### src/rtl/serial_adder_pkg.sv
// Shared types and constants for the bit-serial adder controller.
package serial_adder_pkg;

  // Operand width used when the instantiating code does not override it.
  localparam int unsigned DEFAULT_WIDTH = 8;

  // Controller states, 2-bit encoding.
  typedef enum logic [1:0] {
    IDLE = 2'd0,
    RUN  = 2'd1,
    DONE = 2'd2
  } state_t;

endpackage

### src/rtl/serial_adder_ctrl_fa1bit.sv
// One-bit full adder: the only arithmetic element of the serial datapath.
module FA1bit (
  input  logic a,
  input  logic b,
  input  logic ci,
  output logic s,
  output logic co
);

  assign s  = a ^ b ^ ci;
  assign co = (a & b) | (ci & (a ^ b));

endmodule

### src/rtl/serial_adder_ctrl.sv
// Bit-serial adder controller: {cout,sum} = op_a + op_b + cin, LSB first,
// one bit per clock through a single FA1bit.
// Optional build macro SERIAL_ADDER_SUB_EN adds a 'sub' input that turns the
// operation into op_a - op_b (op_b inverted, carry-in forced to 1; cout=1
// means no borrow).
module serial_adder_ctrl
  import serial_adder_pkg::*;
#(
  parameter int WIDTH = DEFAULT_WIDTH
) (
  input  logic             clk,
  input  logic             rst,
  input  logic             start,
  input  logic [WIDTH-1:0] op_a,
  input  logic [WIDTH-1:0] op_b,
  input  logic             cin,
`ifdef SERIAL_ADDER_SUB_EN
  input  logic             sub,
`endif
  output logic             busy,
  output logic             done,
  output logic [WIDTH-1:0] sum,
  output logic             cout
);

  localparam int             CW   = $clog2(WIDTH) + 1;
  localparam logic [CW-1:0]  LAST = CW'(WIDTH - 1);

  state_t           state;
  logic [WIDTH-1:0] a_sr;
  logic [WIDTH-1:0] b_sr;
  logic             carry;
  logic [CW-1:0]    cnt;
  logic             fa_s;
  logic             fa_co;
  logic [WIDTH-1:0] b_load;
  logic             carry_load;

  // Select what goes into the B shift register and carry FF on an accepted start.
`ifdef SERIAL_ADDER_SUB_EN
  always_comb begin
    b_load     = sub ? ~op_b : op_b;
    carry_load = sub ? 1'b1  : cin;
  end
`else
  always_comb begin
    b_load     = op_b;
    carry_load = cin;
  end
`endif

  FA1bit u_fa (
    .a  (a_sr[0]),
    .b  (b_sr[0]),
    .ci (carry),
    .s  (fa_s),
    .co (fa_co)
  );

  // Controller FSM with its datapath registers and registered outputs.
  // NOTE: every register here, shift registers included, is cleared by the
  // async reset so an aborted operation leaves no stale partial state.
  always_ff @(posedge clk or posedge rst) begin
    if (rst) begin
      state <= IDLE;
      a_sr  <= '0;
      b_sr  <= '0;
      carry <= 1'b0;
      cnt   <= '0;
      busy  <= 1'b0;
      done  <= 1'b0;
      sum   <= '0;
      cout  <= 1'b0;
    end else begin
      // NOTE: non-blocking assignments so every register sees the values from
      // before this edge; the shift and the adder feedback rely on that.
      case (state)
        IDLE: begin
          if (start) begin
            a_sr  <= op_a;
            b_sr  <= b_load;
            carry <= carry_load;
            cnt   <= '0;
            sum   <= '0;
            busy  <= 1'b1;
            state <= RUN;
          end
        end
        RUN: begin
          sum   <= {fa_s, sum[WIDTH-1:1]};
          carry <= fa_co;
          a_sr  <= a_sr >> 1;
          b_sr  <= b_sr >> 1;
          cnt   <= cnt + 1'b1;
          if (cnt == LAST) begin
            busy  <= 1'b0;
            done  <= 1'b1;
            cout  <= fa_co;
            state <= DONE;
          end
        end
        DONE: begin
          done  <= 1'b0;
          state <= IDLE;
        end
        default: begin
          busy  <= 1'b0;
          done  <= 1'b0;
          state <= IDLE;
        end
      endcase
    end
  end

endmodule

### config.mk
export PLATFORM = sky130hd
export DESIGN_NAME = serial_adder_ctrl
export DESIGN_NICKNAME = d
export VERILOG_FILES = /design/src/rtl/serial_adder_pkg.sv /design/src/rtl/serial_adder_ctrl_fa1bit.sv /design/src/rtl/serial_adder_ctrl.sv
export SDC_FILE = /design/constraint.sdc
export NUM_CORES = 1
export LEC_CHECK = 0
export ABC_AREA = 1
export CORE_ASPECT_RATIO = 0.9
export CORE_UTILIZATION = 35
export CTS_BUF_LIST = sky130_fd_sc_hd__clkbuf_4 sky130_fd_sc_hd__clkbuf_8 sky130_fd_sc_hd__clkbuf_16
export DETAILED_ROUTE_END_ITERATION = 7
export PLACE_DENSITY_LB_ADDON = 0.25
export SLEW_MARGIN = 30
export SYNTH_ARGS = -nofsm -noshare
export SYNTH_HDL_FRONTEND = slang
export SYNTH_SLANG_ARGS = --single-unit
### constraint.sdc
create_clock -name clk -period 3.2 [get_ports clk]
set_input_delay 0.32 -clock clk [delete_from_list [all_inputs] [get_ports clk]]
set_output_delay 0.32 -clock clk [all_outputs]
set_load 0.05 [all_outputs]
==> impl_results.html <==
<table>
<tr><th>Metric</th><th>Value</th></tr>
<tr><th colspan="2">Cells and area</th></tr>
<tr><td>Final core utilization</td><td>46.3%</td></tr>
<tr><td>Share of final-layout standard cells stronger than drive strength 1</td><td>7.84%</td></tr>
<tr><td>Number of nets in the final layout</td><td>226</td></tr>
<tr><td>Area growth syn-to-layout</td><td>24.7%</td></tr>
<tr><td>Antenna fix cells</td><td>0</td></tr>
<tr><th colspan="2">Die</th></tr>
<tr><td>Die outline area</td><td>0.00465 sq mm</td></tr>
<tr><td>Starting utilization of the core area</td><td>37.2%</td></tr>
<tr><td>Vertical die dimension</td><td>64.8 microns</td></tr>
<tr><td>Std cell rows</td><td>22</td></tr>
<tr><td>Horizontal die dimension</td><td>71.8 microns</td></tr>
<tr><td>Placeable Area</td><td>0.00413 sq mm</td></tr>
<tr><td>I/O pin count</td><td>31</td></tr>
<tr><th colspan="2">Clocking</th></tr>
<tr><td>Clock root buffer master</td><td>sky130_fd_sc_hd__clkbuf_8</td></tr>
<tr><td>Depth of the CTS H-tree</td><td>2</td></tr>
<tr><td>Number of buffers added by the clock tree synthesis step</td><td>5</td></tr>
<tr><td>Clock Sink Count</td><td>34</td></tr>
<tr><td>Total of hold buffers inserted after clock tree synthesis</td><td>0</td></tr>
<tr><td>Clock tree from TritonCTS</td><td>done</td></tr>
<tr><td>Clock Path Buffers</td><td>2</td></tr>
<tr><td>Skew-Pair Late Insertion Delay</td><td>0.28 ns</td></tr>
<tr><td>Cts repair resizes</td><td>0</td></tr>
<tr><td>Clock transition at the registers of the reported paths</td><td>0.07 ns</td></tr>
<tr><td>Total setup buffers inserted after CTS</td><td>0</td></tr>
<tr><th colspan="2">Timing</th></tr>
<tr><td>Maximum clock frequency</td><td>0.562 GHz</td></tr>
<tr><td>Worst-margin pin slew</td><td>0.760 ns</td></tr>
<tr><td>Final Slew Violations</td><td>0</td></tr>
<tr><td>Final setup violation count</td><td>0</td></tr>
<tr><td>Total Negative Setup Slacks</td><td>0 ns</td></tr>
<tr><td>Fraction of the cycle the final worst path needs</td><td>55.6%</td></tr>
<tr><td>Worst clock skew</td><td>0.00546 ns</td></tr>
<tr><td>Relative slew margins</td><td>49.3%</td></tr>
<tr><td>Final critical delay including setup and external delays</td><td>1.78 ns</td></tr>
<tr><td>Final hold violations</td><td>0</td></tr>
<tr><td>Unrepaired setup endpoints after global routing</td><td>false</td></tr>
<tr><th colspan="2">Synth</th></tr>
<tr><td>Number of nets in the synthesized netlist</td><td>196</td></tr>
<tr><td>Share of synthesized flip-flops with an asynchronous set or reset</td><td>100%</td></tr>
<tr><td>Netlist area before placement</td><td>0.00153 sq mm</td></tr>
<tr><td>Top cells by area, synth</td><td>sky130_fd_sc_hd__dfrtp_1 (55%), sky130_fd_sc_hd__nand3_1 (13%), sky130_fd_sc_hd__nand2_1 (12%), sky130_fd_sc_hd__inv_1 (3.9%), sky130_fd_sc_hd__buf_6 (2.9%)</td></tr>
<tr><td>Biggest area consumer among synthesized cells</td><td>sky130_fd_sc_hd__dfrtp_1</td></tr>
<tr><td>Synthesized flop and latch total</td><td>34</td></tr>
<tr><td>Commonest register cell after synthesis</td><td>sky130_fd_sc_hd__dfrtp_1</td></tr>
<tr><td>Area share of the largest cell type after synthesis</td><td>55.5%</td></tr>
<tr><td>Library cells used by synthesis</td><td>19</td></tr>
<tr><td>EDFF count, synth</td><td>0</td></tr>
<tr><td>Count of mapped cells out of synthesis</td><td>174</td></tr>
<tr><td>Count of synthesis-stage warnings from yosys</td><td>0</td></tr>
<tr><td>Per-instance average area after synthesis</td><td>8.82 sq um</td></tr>
<tr><td>Share of the yosys chip area belonging to registers</td><td>55.5%</td></tr>
<tr><th colspan="2">Detailed routing</th></tr>
<tr><td>Detailed-route wire length</td><td>3.01 mm</td></tr>
<tr><td>Wire length the detailed router placed on met1</td><td>1.52 mm</td></tr>
<tr><td>Sum of met3 wire segment lengths after detailed routing</td><td>124 microns</td></tr>
<tr><td>Remaining antenna violation count</td><td>0</td></tr>
<tr><td>Initial drt markers</td><td>65</td></tr>
<tr><td>Highest routed layer</td><td>met4</td></tr>
<tr><td>Residual DRC</td><td>0</td></tr>
<tr><td>Total number of vias</td><td>1,216</td></tr>
<tr><td>1st-pass router iterations</td><td>5</td></tr>
<tr><td>Met2 wire length</td><td>1.32 mm</td></tr>
<tr><td>Number of vias per cell</td><td>4.83</td></tr>
<tr><td>Wirelength per Cell</td><td>11.9 microns</td></tr>
<tr><th colspan="2">Worst setup path</th></tr>
<tr><td>Type of the worst setup path</td><td>register to output port</td></tr>
<tr><td>Slowest stage delay, CP</td><td>0.81 ns</td></tr>
<tr><td>Worst R2R Path Depth</td><td>5</td></tr>
<tr><td>Critical-path cell with the highest stage delay</td><td>sky130_fd_sc_hd__clkdlybuf4s50_1</td></tr>
<tr><td>Critical register-to-register path startpoint</td><td>state[1]$_DFFE_PP0P_</td></tr>
<tr><td>Type of destination of the critical path</td><td>output port</td></tr>
<tr><td>Ordered list of cells on the worst path</td><td>clkdlybuf4s50_1</td></tr>
<tr><td>Cell depth of the worst setup path</td><td>1</td></tr>
<tr><td>Dominant delay contributor by cell family on the critical path</td><td>buffers and inverters</td></tr>
<tr><td>Worst Path Buf+Inv</td><td>1</td></tr>
<tr><td>Crit Reg-Reg Endpoint</td><td>carry$_DFFE_PP0P_</td></tr>
<tr><td>Arr. time, crit path</td><td>1.46 ns</td></tr>
<tr><td>Data required time of the worst path</td><td>2.88 ns</td></tr>
<tr><td>Setup crit start kind</td><td>register</td></tr>
<tr><td>Slack of the worst reg-to-reg path</td><td>1.70 ns</td></tr>
<tr><td>Largest fanout of any net on the critical path</td><td>2</td></tr>
<tr><th colspan="2">Global routing</th></tr>
<tr><td>Largest net degree at the start of global routing</td><td>35</td></tr>
<tr><td>Tot GR Track Use</td><td>14.4%</td></tr>
<tr><td>Number of antenna violations at the first check in global routing</td><td>0</td></tr>
<tr><td>Via count of the first global-routing pass</td><td>1,166</td></tr>
<tr><td>Wire length of the first global-routing pass</td><td>5.11 mm</td></tr>
<tr><td>Leftover overflow at the end of global routing</td><td>0</td></tr>
<tr><th colspan="2">Pwr</th></tr>
<tr><td>Power density normalized to cell area</td><td>980 mW/mm^2</td></tr>
<tr><td>Worst IR Drop VDD</td><td>0.320 mV</td></tr>
<tr><td>Leak Pwr</td><td>0.931 nW</td></tr>
<tr><th colspan="2">Place</th></tr>
<tr><td>Placer congestion estimate</td><td>0.749</td></tr>
<tr><td>Final HPWL from detailed placement</td><td>1.93 mm</td></tr>
<tr><td>PortBufs</td><td>30</td></tr>
<tr><th colspan="2">Run</th></tr>
<tr><td>Reported max-cap violation count</td><td>0</td></tr>
<tr><th colspan="2">Min path</th></tr>
<tr><td>Worst hold path class</td><td>input pin to asynchronous set/reset pin</td></tr>
<tr><th colspan="2">Outcome</th></tr>
<tr><td>Status</td><td>completed</td></tr>
</table>
cell type report:
| type | instances | area (sq um) |
|---|---|---|
| clock buffer | 7 | 83.8 |
| fill | 403 | 2220 |
| inverter | 19 | 71.3 |
| multi-input combinational | 113 | 539 |
| sequential | 34 | 851 |
| tap | 48 | 60.1 |
| timing repair buffer | 31 | 308 |
cells in the final DEF (no fill, tap or decap), types with 2 or more instances in the layout:
| master | netlist | layout |
|---|---|---|
| sky130_fd_sc_hd__nand3_1 | 39 | 39 |
| sky130_fd_sc_hd__clkdlybuf4s50_1 | 0 | 30 |
| sky130_fd_sc_hd__clkbuf_8 | 0 | 5 |
| sky130_fd_sc_hd__nand2_2 | 3 | 3 |
| sky130_fd_sc_hd__o22ai_1 | 7 | 7 |
| sky130_fd_sc_hd__dfrtp_1 | 34 | 34 |
| sky130_fd_sc_hd__inv_1 | 16 | 16 |
| sky130_fd_sc_hd__o21ai_0 | 2 | 2 |
| sky130_fd_sc_hd__inv_2 | 3 | 3 |
| sky130_fd_sc_hd__nor2_1 | 4 | 4 |
| sky130_fd_sc_hd__clkbuf_4 | 0 | 2 |
| sky130_fd_sc_hd__nand2_1 | 51 | 51 |
layer usage:
metal,GRT usage (%),vias up
li1,-,622
met1,19.0,565
met2,21.5,24
met3,5.60,5
met4,5.15,0
met5,0,-
Yosys cell counts (2+ instances only):
cell type / count
sky130_fd_sc_hd__nand3_1: 39
sky130_fd_sc_hd__nand2_2: 3
sky130_fd_sc_hd__o22ai_1: 7
sky130_fd_sc_hd__inv_2: 3
sky130_fd_sc_hd__nand2_1: 51
sky130_fd_sc_hd__dfrtp_1: 34
sky130_fd_sc_hd__inv_1: 16
sky130_fd_sc_hd__buf_6: 4
sky130_fd_sc_hd__buf_4: 3
sky130_fd_sc_hd__nor2_1: 4
sky130_fd_sc_hd__o21ai_0: 2
power by group:
part,leakage [nW],total [W],switching (W),internal [W]
registers,0.437,0.000721,0.000110,0.000611
logic,0.450,0.000842,0.000553,0.000288
clock network,0.0452,0.000313,0.000146,0.000167
sequential cells by signal (all words and copies together), names as in the netlist:
| register | cells |
|---|---|
| a_sr | 8 |
| state | 2 |
| sum | 8 |
| busy | 1 |
| b_sr | 8 |
| cout | 1 |
| carry | 1 |
| cnt | 4 |
| done | 1 |
worst max path at each step:
stage / startpoint / endpoint / slack [ns]
floorplan: carry$_DFFE_PP0P_ / sum[7]$_DFFE_PP0P_ / 2.11
global placement: start / carry$_DFFE_PP0P_ / 1.52
detailed placement: start / carry$_DFFE_PP0P_ / 1.50
CTS: sum[1]$_DFFE_PP0P_ / sum[1] / 1.42
global route: sum[0]$_DFFE_PP0P_ / sum[0] / 1.38
finish: sum[4]$_DFFE_PP0P_ / sum[4] / 1.42
cells by family after synthesis:
group / count (synthesis) / synth area share, %
adders and majority gates: 2 / 2.12
AOI/OAI and AO/OA: 11 / 4.16
DFF: 34 / 55.5
and+or+nand+nor: 100 / 28.9
buffers and inverters: 27 / 9.38
metrics by stage:
step	std cells	hold WS (ns)	total power (W)	instance area (sq um)	setup slack, ns
6_report	252	0.424	0.00188	1910	1.42
3_5_place_dp	245	0.469	0.00158	1830	1.50
5_1_grt	252	0.478	0.00202	1910	1.38
3_3_place_gp	245	0.467	0.00156	1830	1.52
2_1_floorplan	174	0.430	0.00138	1530	2.11
4_1_cts	252	0.445	0.00189	1910	1.42
No activity file was read; power rests on OpenSTA's default activity.
==> patch 1: new RTL, same settings <==
Register the output `sum` once more, with the module's reset; this adds one clock of latency there. The other outputs are not delayed to match.
--- a/src/rtl/serial_adder_ctrl.sv
+++ b/src/rtl/serial_adder_ctrl.sv
@@ -25,6 +25,8 @@
 
   localparam int             CW   = $clog2(WIDTH) + 1;
   localparam logic [CW-1:0]  LAST = CW'(WIDTH - 1);
+
+  logic [WIDTH-1:0] sum_s0;
 
   state_t           state;
   logic [WIDTH-1:0] a_sr;
@@ -69,7 +71,7 @@
       cnt   <= '0;
       busy  <= 1'b0;
       done  <= 1'b0;
-      sum   <= '0;
+      sum_s0 <= '0;
       cout  <= 1'b0;
     end else begin
       // NOTE: non-blocking assignments so every register sees the values from
@@ -81,13 +83,13 @@
             b_sr  <= b_load;
             carry <= carry_load;
             cnt   <= '0;
-            sum   <= '0;
+            sum_s0 <= '0;
             busy  <= 1'b1;
             state <= RUN;
           end
         end
         RUN: begin
-          sum   <= {fa_s, sum[WIDTH-1:1]};
+          sum_s0 <= {fa_s, sum_s0[WIDTH-1:1]};
           carry <= fa_co;
           a_sr  <= a_sr >> 1;
           b_sr  <= b_sr >> 1;
@@ -112,5 +114,13 @@
     end
   end
 
+  always_ff @(posedge clk or posedge rst) begin
+    if (rst) begin
+      sum <= '0;
+    end else begin
+      sum <= sum_s0;
+    end
+  end
+
 endmodule
 
Function: changed (Yosys sat finds a counterexample within 4 cycles, from zero or initial values and one cycle with rst high).
==> patch 1 against the unedited design <==
Sequential cell count increased by 8. Critical path depth did not move. Die area is 15% higher. Clock skew is 0.0033 ns higher. Power up 12%. Area after synthesis increased by 15%. Routed wire length is 2.7% higher. Final cell count grew 10%. Hold slack got worse by 0.046 ns. Worst setup slack better by 0.014 ns. Cell area up 14%. Critical path type unchanged. Largest power group unchanged.
==> patch 1: results (changes against the unedited design) <==
[metrics] outcome: finished, final reports clean
[metrics] Critical Path Slowest Stage Cell: sky130_fd_sc_hd__clkdlybuf4s50_1
[metrics] first-pass GRT wire length: 5.55 mm (+8.8%)
[metrics] placed wire-length estimate: 1.98 mm (+2.2%)
[metrics] start point of the critical path: busy$_DFFE_PP0P_
[metrics] Hold/Removal Path Class: reg -> reg
[metrics] total via count after detailed routing: 1291 (+6.2%)
[metrics] number of diodes: 0 (unchanged)
[metrics] most common library cells after synthesis: sky130_fd_sc_hd__nand2_1 (50), sky130_fd_sc_hd__dfrtp_1 (42), sky130_fd_sc_hd__nand3_1 (39), sky130_fd_sc_hd__inv_1 (16), sky130_fd_sc_hd__o22ai_1 (7)
[metrics] Arrival @ worst endpoint: 1.44 ns (-0.02 ns)
[metrics] hold depth: 0
[metrics] asr flop ratio synth: 1.00 (unchanged)
[metrics] number of DRC markers after the initial detailed-route iteration: 78 (+20%)
[metrics] Clock Skews: 0.00876 ns (+0.00330 ns)
[metrics] number of library cell types mapped by synthesis: 20 (+1)
[metrics] Synth Net Count: 204 (+4.1%)
[metrics] sum of routed wire length over all layers: 3.09 mm (+2.7%)
[metrics] reg2reg setup slack: 1.87 ns (+0.17 ns)
[metrics] part of the Yosys area used for sequential elements: 0.596 (+0.0411)
[metrics] category of cells accounting for the largest share of critical-path delay: buffers and inverters
[metrics] number of antenna violations at the first check in global routing: 0 (unchanged)
[metrics] number of search-and-repair iterations in the first detailed-routing pass: 4 (-1)
[metrics] share of cells above drive strength 1: 0.0986 (+0.0202)
[metrics] clock buffers created by TritonCTS: 5 (unchanged)
[metrics] insertion delay of the later-clocked pin in the worst-skew pair: 0.30 ns (+0.02 ns)
[metrics] reported leakage power: 0.00104 uW (+12%)
[metrics] worst slew pin tran: 0.523 ns (-0.236 ns)
[metrics] maximum number of pins on one net before global-route repair: 43 (+23%)
[metrics] startpoint of the worst-slack reg-to-reg timing path: state[1]$_DFFE_PP0P_
[metrics] largest vdd supply drop: 0.387 mV (+21%)
[metrics] logic depth of the worst register-to-register path: 5 (unchanged)
[metrics] all-layer global routing usage: 0.133 (-0.0111)
[metrics] clock transition at the registers of the reported paths: 0.09 ns (+0.02 ns)
[metrics] GP Congestion: 0.712 (-4.9%)
[metrics] sink of the worst hold path: sum[6]$_DFF_PP0_
[metrics] synth top area cells: sky130_fd_sc_hd__dfrtp_1 (60%), sky130_fd_sc_hd__nand3_1 (11%), sky130_fd_sc_hd__nand2_1 (11%)
[metrics] final net count: 234 (+3.5%)
[metrics] Max FO, Critical Path: 2 (unchanged)
[metrics] crit path to: busy
patch 1: per-stage QoR:
step / util / std cells / hold slack, ns / cell area, sq um / setup slack (ns)
6_report: 0.450 / 278 / 0.378 / 2170 / 1.44
5_1_grt: 0.450 / 278 / 0.396 / 2170 / 1.39
4_1_cts: 0.450 / 278 / 0.379 / 2170 / 1.42
3_5_place_dp: 0.431 / 270 / 0.359 / 2080 / 1.50
3_3_place_gp: 0.431 / 270 / 0.359 / 2080 / 1.51
2_1_floorplan: - / 182 / 0.354 / 1760 / 1.91
patch 1: cell families (layout without fill, tap and decap cells):
group                      after synthesis  in the layout  share of synthesized area
and+or+nand+nor                        101            101                      0.266
DFF                                     42             42                      0.596
buffers and inverters                   27             58                     0.0823
AOI/OAI and AO/OA                       10             10                     0.0376
adders and majority gates                2              2                     0.0184
patch 1: power by group:
| group | switching (uW) | internal (uW) |
|---|---|---|
| clock | 194 | 156 |
| combinational | 575 | 304 |
| sequential | 123 | 751 |
| total | 892 | 1210 |
patch 1: routing by layer:
layer | vias to the layer above | global-route usage | routed length, um | share of wire
li1 | 647 | - | - | -
met1 | 609 | 0.174 | 1550 | 0.50
met2 | 30 | 0.206 | 1370 | 0.44
met3 | 5 | 0.0355 | 122 | 0.040
met4 | 0 | 0.0577 | 46 | 0.015
met5 | - | 0 | 0 | 0
patch 1: cell type report:
| class | instances | area, sq um |
|---|---|---|
| Fill cell | 484 | 2660 |
| Sequential cell | 42 | 1050 |
| Multi-Input combinational cell | 113 | 568 |
| Timing Repair Buffer | 31 | 308 |
| Tap cell | 65 | 81.3 |
| Inverter | 19 | 73.8 |
| Clock buffer | 5 | 68.8 |
| Clock inverter | 3 | 23.8 |
==> patch 2: new RTL, same settings <==
Without the edit above. The option `SERIAL_ADDER_SUB_EN` is turned on by a define.
--- a/src/rtl/serial_adder_ctrl.sv
+++ b/src/rtl/serial_adder_ctrl.sv
@@ -3,6 +3,8 @@
 // Optional build macro SERIAL_ADDER_SUB_EN adds a 'sub' input that turns the
 // operation into op_a - op_b (op_b inverted, carry-in forced to 1; cout=1
 // means no borrow).
+`define SERIAL_ADDER_SUB_EN
+
 module serial_adder_ctrl
   import serial_adder_pkg::*;
 #(
Ports: changed (added sub); port bits go from 31 to 32. The function was not compared with the original's and may differ.
==> patch 2 against the unedited design <==
Cell area up 9.0%. Clock skew shrank 0.0026 ns. Area after synthesis grew 7.9%. Power up 2.3%. Sequential cell count unchanged. Non-clock buffer count grew 1. Worst setup slack got worse by 0.0091 ns. Fmax fell by 0.51%. Routed wire length up 8.2%.
==> patch 2: results (changes against the unedited design) <==
[metrics] outcome: finished, final reports clean
[metrics] total instance count after detailed placement: 290 (+18%)
[metrics] Synth Net Count: 228 (+16%)
[metrics] largest vdd supply drop: 0.443 mV (+38%)
[metrics] registers with the most flip-flops: a_sr: 8 flops, b_sr: 8 flops, sum: 8 flops
[metrics] synth top area cells: sky130_fd_sc_hd__dfrtp_1 (51%), sky130_fd_sc_hd__nand2_1 (16%), sky130_fd_sc_hd__nand3_1 (12%)
[metrics] worst slew pin tran: 0.674 ns (-0.0864 ns)
[metrics] tightest hold margin: 0.432 ns (+0.00834 ns)
[metrics] post-route clock period utilization: 0.559 (+0.00283)
[metrics] final standard cell count with taps included and fillers excluded: 298 (+18%)
[metrics] most common library cells after synthesis: sky130_fd_sc_hd__nand2_1 (72), sky130_fd_sc_hd__nand3_1 (40), sky130_fd_sc_hd__dfrtp_1 (34), sky130_fd_sc_hd__inv_1 (22), sky130_fd_sc_hd__o22ai_1 (5)
[metrics] endpoint of the worst register-to-register path: sum[1]$_DFFE_PP0P_
[metrics] final net count: 258 (+14%)
[metrics] detail-routed via count per cell: 4.62 (-4.2%)
[metrics] Max FO, Critical Path: 3 (+1)
[metrics] placed wire-length estimate: 2.19 mm (+13%)
[metrics] number of port buffers: 31 (+3.3%)
[metrics] number of search-and-repair iterations in the first detailed-routing pass: 6 (+1)
[metrics] sum of routed wire length over all layers: 3.25 mm (+8.2%)
[metrics] global routing met3 resource utilization: 0.0403 (-0.0157)
[metrics] instance count of the mapped netlist: 205 (+18%)
[metrics] GP Congestion: 0.702 (-6.2%)
[metrics] met2 usage: 0.209 (-0.00516)
[metrics] Clock Skews: 0.00288 ns (-0.00258 ns)
[metrics] start point of the critical path: sum[3]$_DFFE_PP0P_
[metrics] post-route antenna net violation count: 0 (unchanged)
[metrics] maximum number of pins on one net before global-route repair: 32 (-8.6%)
[metrics] crit path to: sum[3]
[metrics] logic depth of the worst register-to-register path: 4 (-1)
[metrics] met2 WL post-DR: 1.38 mm (+4.7%)
[metrics] share of cells above drive strength 1: 0.0763 (-0.00216)
[metrics] share of power burned in registers: 0.373 (-0.011)
[metrics] vias in the first global route: 1232 (+5.7%)
[metrics] DP Worst Slack: 1.50 ns (-0.00122 ns)
[metrics] reported leakage power: 0.00103 uW (+11%)
[metrics] cell area reported after detailed placement: 1990 sq um (+8.8%)
[metrics] part of the Yosys area used for sequential elements: 0.514 (-0.0407)
[metrics] number of DRC markers after the initial detailed-route iteration: 61 (-6.2%)
[metrics] fill cell total of the finished layout: 483 (+20%)
[metrics] met3 routed wirelength: 137 um (+10%)
[metrics] all-layer global routing usage: 0.145 (+0.00131)
[metrics] first-pass GRT wire length: 5.53 mm (+8.2%)
[metrics] power dissipated in sequential cells: 715 uW (-0.8%)
[metrics] net switching power of the design: 845 uW (+4.4%)
[metrics] deepest clock path buffer count: 2 (unchanged)
[metrics] number of library cell types mapped by synthesis: 22 (+3)
[metrics] grt met1 use: 0.206 (+0.0160)
[metrics] reg2reg setup slack: 1.68 ns (-0.02 ns)
[metrics] M1 wire length: 1.69 mm (+11%)
patch 2: cell types whose count changed after synthesis, sizes merged:
cell	delta
nand3	+1
buf	+1
nand2	+20
o21ai	+2
o21bai	+1
xnor2	+1
o22ai	-2
inv	+6
or2	+1
patch 2: logic make-up after synthesis:
| logic type | Yosys count | synth area share |
|---|---|---|
| AO/OA/AOI/OAI | 12 | 0.0416 |
| XOR/XNOR | 1 | 0.00529 |
| adder cells (fa/ha/maj) | 2 | 0.0197 |
| buffers and inverters | 34 | 0.0937 |
| flip-flops | 34 | 0.514 |
| AND/OR/NAND/NOR | 122 | 0.326 |
patch 2: layout make-up:
cell class | instances | area (sq um) | area share
flip-flops and latches | 34 | 851 | 0.408
multi-input cells | 137 | 649 | 0.312
repair buffers | 32 | 318 | 0.152
inverters | 25 | 93.8 | 0.0450
clock buffers | 6 | 82.6 | 0.0396
well taps | 62 | 77.6 | 0.0372
clock inverters | 2 | 12.5 | 0.00600
